### config.mk
export PLATFORM = sky130hd
export DESIGN_NAME = branch_predictor
export DESIGN_NICKNAME = d
export VERILOG_FILES = /design/src/rtl/branch_predictor.sv
export SDC_FILE = /design/constraint.sdc
export NUM_CORES = 2
export LEC_CHECK = 0
export BUFFER_PORTS_ARGS = -buffer_cell sky130_fd_sc_hd__buf_2
export CORE_MARGIN = 3
export CORE_UTILIZATION = 45
export CTS_CLUSTER_SIZE = 20
export DETAILED_ROUTE_END_ITERATION = 6
export GPL_TIMING_DRIVEN = 0
export PLACE_DENSITY = 0.66
export SLEW_MARGIN = 15
export SYNTH_ARGS = -nofsm -noshare
export SYNTH_HDL_FRONTEND = slang
export SYNTH_SLANG_ARGS = --single-unit
### constraint.sdc
create_clock -name i_clk -period 10 [get_ports i_clk]
set_input_delay 2 -clock i_clk [delete_from_list [all_inputs] [get_ports i_clk]]
set_output_delay 2 -clock i_clk [all_outputs]
set_load 0.03 [all_outputs]
### src/rtl/branch_predictor.sv
// rtl/branch_predictor.sv - IF-stage BHT/BTB branch predictor with ID-stage resolve and redirect
// Direct-mapped table of 2-bit saturating counters plus targets; lookup never bypasses a same-cycle update.
module branch_predictor #(
  parameter int INDEX_BITS = 4
) (
  input  logic        i_clk,
  input  logic        i_rst,
  input  logic [31:0] i_if_pc,
  output logic        o_pred_taken,
  output logic [31:0] o_pred_target,
  input  logic        i_res_valid,
  input  logic [31:0] i_res_pc,
  input  logic        i_res_taken,
  input  logic [31:0] i_res_target,
  input  logic        i_res_pred_taken,
  input  logic [31:0] i_res_pred_target,
  output logic        o_mispredict,
  output logic [31:0] o_redirect_pc,
  output logic [31:0] o_branch_count,
  output logic [31:0] o_mispredict_count
);

  localparam int TAG_BITS = 30 - INDEX_BITS;
  localparam int ENTRIES  = 1 << INDEX_BITS;

  logic                r_valid  [ENTRIES];
  logic [TAG_BITS-1:0] r_tag    [ENTRIES];
  logic [1:0]          r_ctr    [ENTRIES];
  logic [31:0]         r_target [ENTRIES];
  logic [31:0]         r_branch_count;
  logic [31:0]         r_mispredict_count;

  logic [INDEX_BITS-1:0] w_if_idx;
  logic [TAG_BITS-1:0]   w_if_tag;
  logic [INDEX_BITS-1:0] w_res_idx;
  logic [TAG_BITS-1:0]   w_res_tag;
  logic                  w_if_hit;
  logic                  w_res_hit;
  logic                  w_pred_taken;
  logic                  w_mispredict;
  logic [1:0]            w_ctr_inc;
  logic [1:0]            w_ctr_dec;
  logic                  w_unused;

  assign w_if_idx  = i_if_pc[INDEX_BITS+1:2];
  assign w_if_tag  = i_if_pc[31:INDEX_BITS+2];
  assign w_res_idx = i_res_pc[INDEX_BITS+1:2];
  assign w_res_tag = i_res_pc[31:INDEX_BITS+2];
  assign w_unused  = ^{i_if_pc[1:0], i_res_pc[1:0]};

  assign w_if_hit  = r_valid[w_if_idx] && (r_tag[w_if_idx] == w_if_tag);
  assign w_res_hit = r_valid[w_res_idx] && (r_tag[w_res_idx] == w_res_tag);

  // Table state during the reset cycle is stale, so the prediction is masked explicitly.
  assign w_pred_taken  = !i_rst && w_if_hit && r_ctr[w_if_idx][1];
  assign o_pred_taken  = w_pred_taken;
  assign o_pred_target = w_pred_taken ? r_target[w_if_idx] : (i_if_pc + 32'd4);

  assign w_mispredict  = i_res_valid &&
                         ((i_res_taken != i_res_pred_taken) ||
                          (i_res_taken && (i_res_target != i_res_pred_target)));
  assign o_mispredict  = w_mispredict;
  assign o_redirect_pc = i_res_taken ? i_res_target : (i_res_pc + 32'd4);

  assign w_ctr_inc = (r_ctr[w_res_idx] == 2'b11) ? 2'b11 : (r_ctr[w_res_idx] + 2'd1);
  assign w_ctr_dec = (r_ctr[w_res_idx] == 2'b00) ? 2'b00 : (r_ctr[w_res_idx] - 2'd1);

  always_ff @(posedge i_clk) begin
    if (i_rst) begin
      for (int i = 0; i < ENTRIES; i++) begin
        r_valid[i]  <= 1'b0;
        r_tag[i]    <= '0;
        r_ctr[i]    <= 2'b01;
        r_target[i] <= 32'd0;
      end
      r_branch_count     <= 32'd0;
      r_mispredict_count <= 32'd0;
    end else if (i_res_valid) begin
      r_branch_count <= r_branch_count + 32'd1;
      if (w_mispredict) begin
        r_mispredict_count <= r_mispredict_count + 32'd1;
      end
      if (w_res_hit) begin
        if (i_res_taken) begin
          r_ctr[w_res_idx]    <= w_ctr_inc;
          r_target[w_res_idx] <= i_res_target;
        end else begin
          r_ctr[w_res_idx] <= w_ctr_dec;
        end
      end else if (i_res_taken) begin
        // Taken miss evicts whatever aliased entry occupies this index.
        r_valid[w_res_idx]  <= 1'b1;
        r_tag[w_res_idx]    <= w_res_tag;
        r_ctr[w_res_idx]    <= 2'b10;
        r_target[w_res_idx] <= i_res_target;
      end
    end
  end

  assign o_branch_count     = r_branch_count;
  assign o_mispredict_count = r_mispredict_count;

endmodule

==> key figures <==
Logic synthesis
  – Post-synth cell types: 69
  – Async S/R FF share, synth: 0%
  – Sequential area share after synthesis: 56.8%
  – Synth Area per Inst: 14.2 µm²
  – Mapped Nets: just under 4,000
  – Mapped Area: 53,600 µm²
  – EDFF count, synth: between 900 and 1,000
  – Yosys reg bits: between 1,000 and 1,500
  – Main synth FF type: edfxtp_1
  – Syn. warnings: 0
  – Cells after synthesis: roughly 3,800

Cells and area
  – Fillers: 9,907
  – Share of cells above drive strength 1: between 20% and 30%
  – Area grow syn2layout: 13.5%
  – Layout net count: 4,303

STA
  – Skew final: 0.0401 ns
  – Crit path time final: a little over 10 ns
  – Max frequency: 97.9 MHz
  – Slew HR: slightly above 6%
  – Final period util: 102%
  – RSZ-0062 raised after global routing: false
  – Post-route setup slack: -0.211 ns
  – Final setup violation count: 30
  – Worst hold slack: just under 0.5 ns
  – Fin. Hold Viols: 0
  – Max Slew Vio Count: 0
  – Actual slew at the worst max-slew pin: ~1.4 ns
  – Setup TNS Final: -2.52 ns

Drt
  – Routed wire length: 196,000 µm
  – Via density: 6.31
  – DR vias: 36,500
  – Detailed-route wire length per cell: 33.9 µm
  – DRT antenna net count: 0
  – DRT iter0 DRCs: 5,400
  – First drt pass iteration count: 7
  – Post-route DRC: 2

Clock network
  – Worst-path clk slew: 0.06 ns
  – CTS Hold Bufs: 0
  – Post-CTS Setup Bufs: 0
  – Skew-Pair Late Insertion Delay: 0.74 ns
  – Root Driver: clkbuf_16
  – CTS Sinks: 1,040
  – Clock buffer depth: 3
  – CTS tree: done
  – CTS HTree Levels: 3
  – Num CTS Buffers: 110

GRT
  – First-pass GRT wire length: 270,000 µm
  – GR Overflow Total: 0
  – Total Routing Usage GR: 31.6%
  – Initial antenna violation count: 19
  – Vias in the first global route: 35,900
  – Largest net degree at the start of global routing: 33

Placement
  – Dpl hpwl: around 140,000 µm
  – IO buf count: 255
  – Gp weighted congestion: 0.961

Worst setup path
  – Worst path slowest cell: clkbuf_1
  – Buf/Inv on CP: 6
  – Critical path's top delay family: buffers and inverters
  – Required time of the worst setup path: roughly 8 ns
  – CP max FO: 10
  – Type of origin of the critical path: input pin
  – Worst Setup End Kind: output pin
  – Arr. time, crit path: 8.21 ns
  – Critical path class: input pin to output pin
  – Most used cell, CP: buf_2
  – Crit-path cells: clkbuf_1, clkbuf_1, buf_2, clkbuf_2, mux2i_1, a21oi_1, xnor2_1, nand3_1, nor4_4, buf_2, mux2i_1, buf_2
  – Delay of the slowest critical-path stage: between 1 and 1.5 ns

Die
  – Initial Util: 45.7%
  – Row count: roughly 130
  – Horiz. Die Dim: ~350 µm
  – Area of the core: 117,000 µm²
  – Die footprint: 123,000 µm²
  – Die Ht: about 350 µm
  – IO Pins: 263

Run
  – Max Cap Viol: 0

Hold path
  – Hold Path Class: flip-flop to flip-flop

Power and ir drop
  – Pleak: approximately 22 nW
  – Pwr/cell area: approximately 170 nW/µm²
  – Peak VDD IR: 0.145 mV

Outcome
  – Failing checks: design-rule violations, negative setup slack
  – Status: finished, violations left
synthesized netlist by cell type, types with 4 or more instances:
library cell | count | area (µm²)
nor2_1 | 96 | 360
clkbuf_1 | 253 | 950
nor3_1 | 17 | 85.1
nand2_1 | 124 | 465
mux2_2 | 50 | 563
o21ai_0 | 56 | 280
a41o_1 | 15 | 150
ha_1 | 7 | 87.6
buf_6 | 7 | 78.8
nand4_1 | 43 | 269
or2_2 | 21 | 131
a21oi_1 | 37 | 185
nor3b_1 | 12 | 90.1
a22oi_1 | 8 | 60.1
nor2b_4 | 8 | 110
a22o_1 | 13 | 114
mux2i_1 | 86 | 861
and4_1 | 9 | 78.8
buf_4 | 10 | 75.1
nor4_1 | 15 | 93.8
mux4_2 | 371 | 8360
nand2b_1 | 9 | 56.3
and3_1 | 67 | 419
and2_1 | 902 | 5640
buf_1 | 28 | 105
nor3b_2 | 4 | 50.1
or3_1 | 24 | 150
edfxtp_1 | 960 | 28800
xor2_1 | 107 | 937
or2_1 | 16 | 100
inv_1 | 10 | 37.5
a211oi_1 | 20 | 150
buf_2 | 49 | 245
dfxtp_1 | 80 | 1600
a221oi_1 | 9 | 78.8
xnor2_1 | 82 | 718
nand3_1 | 56 | 280
o22ai_1 | 4 | 25.0
nor2b_1 | 33 | 206
a21o_1 | 16 | 120
report_power, final:
part | switching, mW | internal, mW
clock | 1.82 | 2.33
combinational | 0.813 | 0.453
sequential | 0.0847 | 4.96
timing repair:
item,CTS,global route
endpoints found under the setup margin,32,11
hold endpoints to repair,0,0
gates resized for setup,15,7
area by class of cell:
| cell class | instances | area (µm²) | share of cell area [%] |
|---|---|---|---|
| flip-flops and latches | 1040 | 30400 | 50.0 |
| multi-input cells | 2376 | 21700 | 35.7 |
| clock buffers | 144 | 2960 | 4.87 |
| well taps | 1524 | 1910 | 3.13 |
| repair buffers | 273 | 1650 | 2.72 |
| plain buffers | 348 | 1520 | 2.50 |
| clock inverters | 57 | 604 | 0.993 |
| inverters | 14 | 52.6 | 0.0864 |
| diodes | 8 | 20.0 | 0.0329 |
worst min-delay path, delay by kind of cell, from the launching register on:
family         cells  cell delay, ns
AO/OA/AOI/OAI      2            0.13
flip-flops         1            0.31
cells by family after synthesis:
group / Yosys count / synth area share (%)
flops: 1040 / 56.8
fa+ha+maj: 7 / 0.163
xor+xnor: 189 / 3.09
mux: 507 / 18.2
compound gates: 195 / 2.44
buf+inv: 362 / 2.84
simple gates: 1478 / 16.4
registers in the layout, summed over array words and instances (netlist names):
signal and flops:
r_target 512, r_tag 416, r_valid 16, r_ctr 32, o_branch_count 32, o_mispredict_count 32
layer usage:
| layer | global-route usage [%] | vias to the layer above | routed length, µm |
|---|---|---|---|
| li1 | - | 14800 | - |
| met1 | 40.6 | 18500 | 70300 |
| met2 | 47.9 | 2601 | 87000 |
| met3 | 11.1 | 551 | 27200 |
| met4 | 15.5 | 12 | 11100 |
| met5 | 0.785 | - | 167 |
per-stage QoR:
stage	area (µm²)	instances	total power [mW]	setup WS, ns	util [%]
global placement	56800	5557	6.32	-1.07	48.5
detailed placement	57200	5575	6.36	-1.06	48.8
floorplan	53600	3778	5.79	2.38	-
CTS	60800	5776	10.4	0.0445	51.9
global route	60800	5776	10.7	0.0336	51.9
finish	60800	5784	10.5	-0.211	51.9
cell usage in the layout, fill, tap and decap left out, drive strengths merged, types with 16 or more instances in the layout:
cell type	Yosys	routed
a211oi	20	20
a21o	16	16
a21oi	37	37
and2	903	903
and3	67	67
buf	95	364
clkbuf	253	398
clkinv	2	42
dfxtp	80	80
edfxtp	960	960
inv	12	18
mux2	50	50
mux2i	86	86
mux4	371	371
nand2	124	124
nand3	56	56
nand4	43	43
nor2	96	96
nor2b	41	41
nor3	18	18
nor3b	16	16
nor4	17	17
o21ai	58	58
or2	37	37
or3	24	24
xnor2	82	82
xor2	107	107
final timing paths:
check / slack [ns] / cells after the start / from / endpoint
worst max-delay path: -0.21 / 12 / i_if_pc[4] / o_pred_target[2]
worst min-delay path: 0.48 / 2 / o_mispredict_count[31]$_SDFFE_PP0P_ / o_mispredict_count[31]$_SDFFE_PP0P_
worst max register to register: 4.88 / 11 / r_tag[11][13]$_SDFFCE_PN0P_ / r_tag[8][17]$_SDFFCE_PN0P_
worst min register to register: 0.48 / 2 / o_mispredict_count[31]$_SDFFE_PP0P_ / o_mispredict_count[31]$_SDFFE_PP0P_
(Power assumes the default switching activity.)
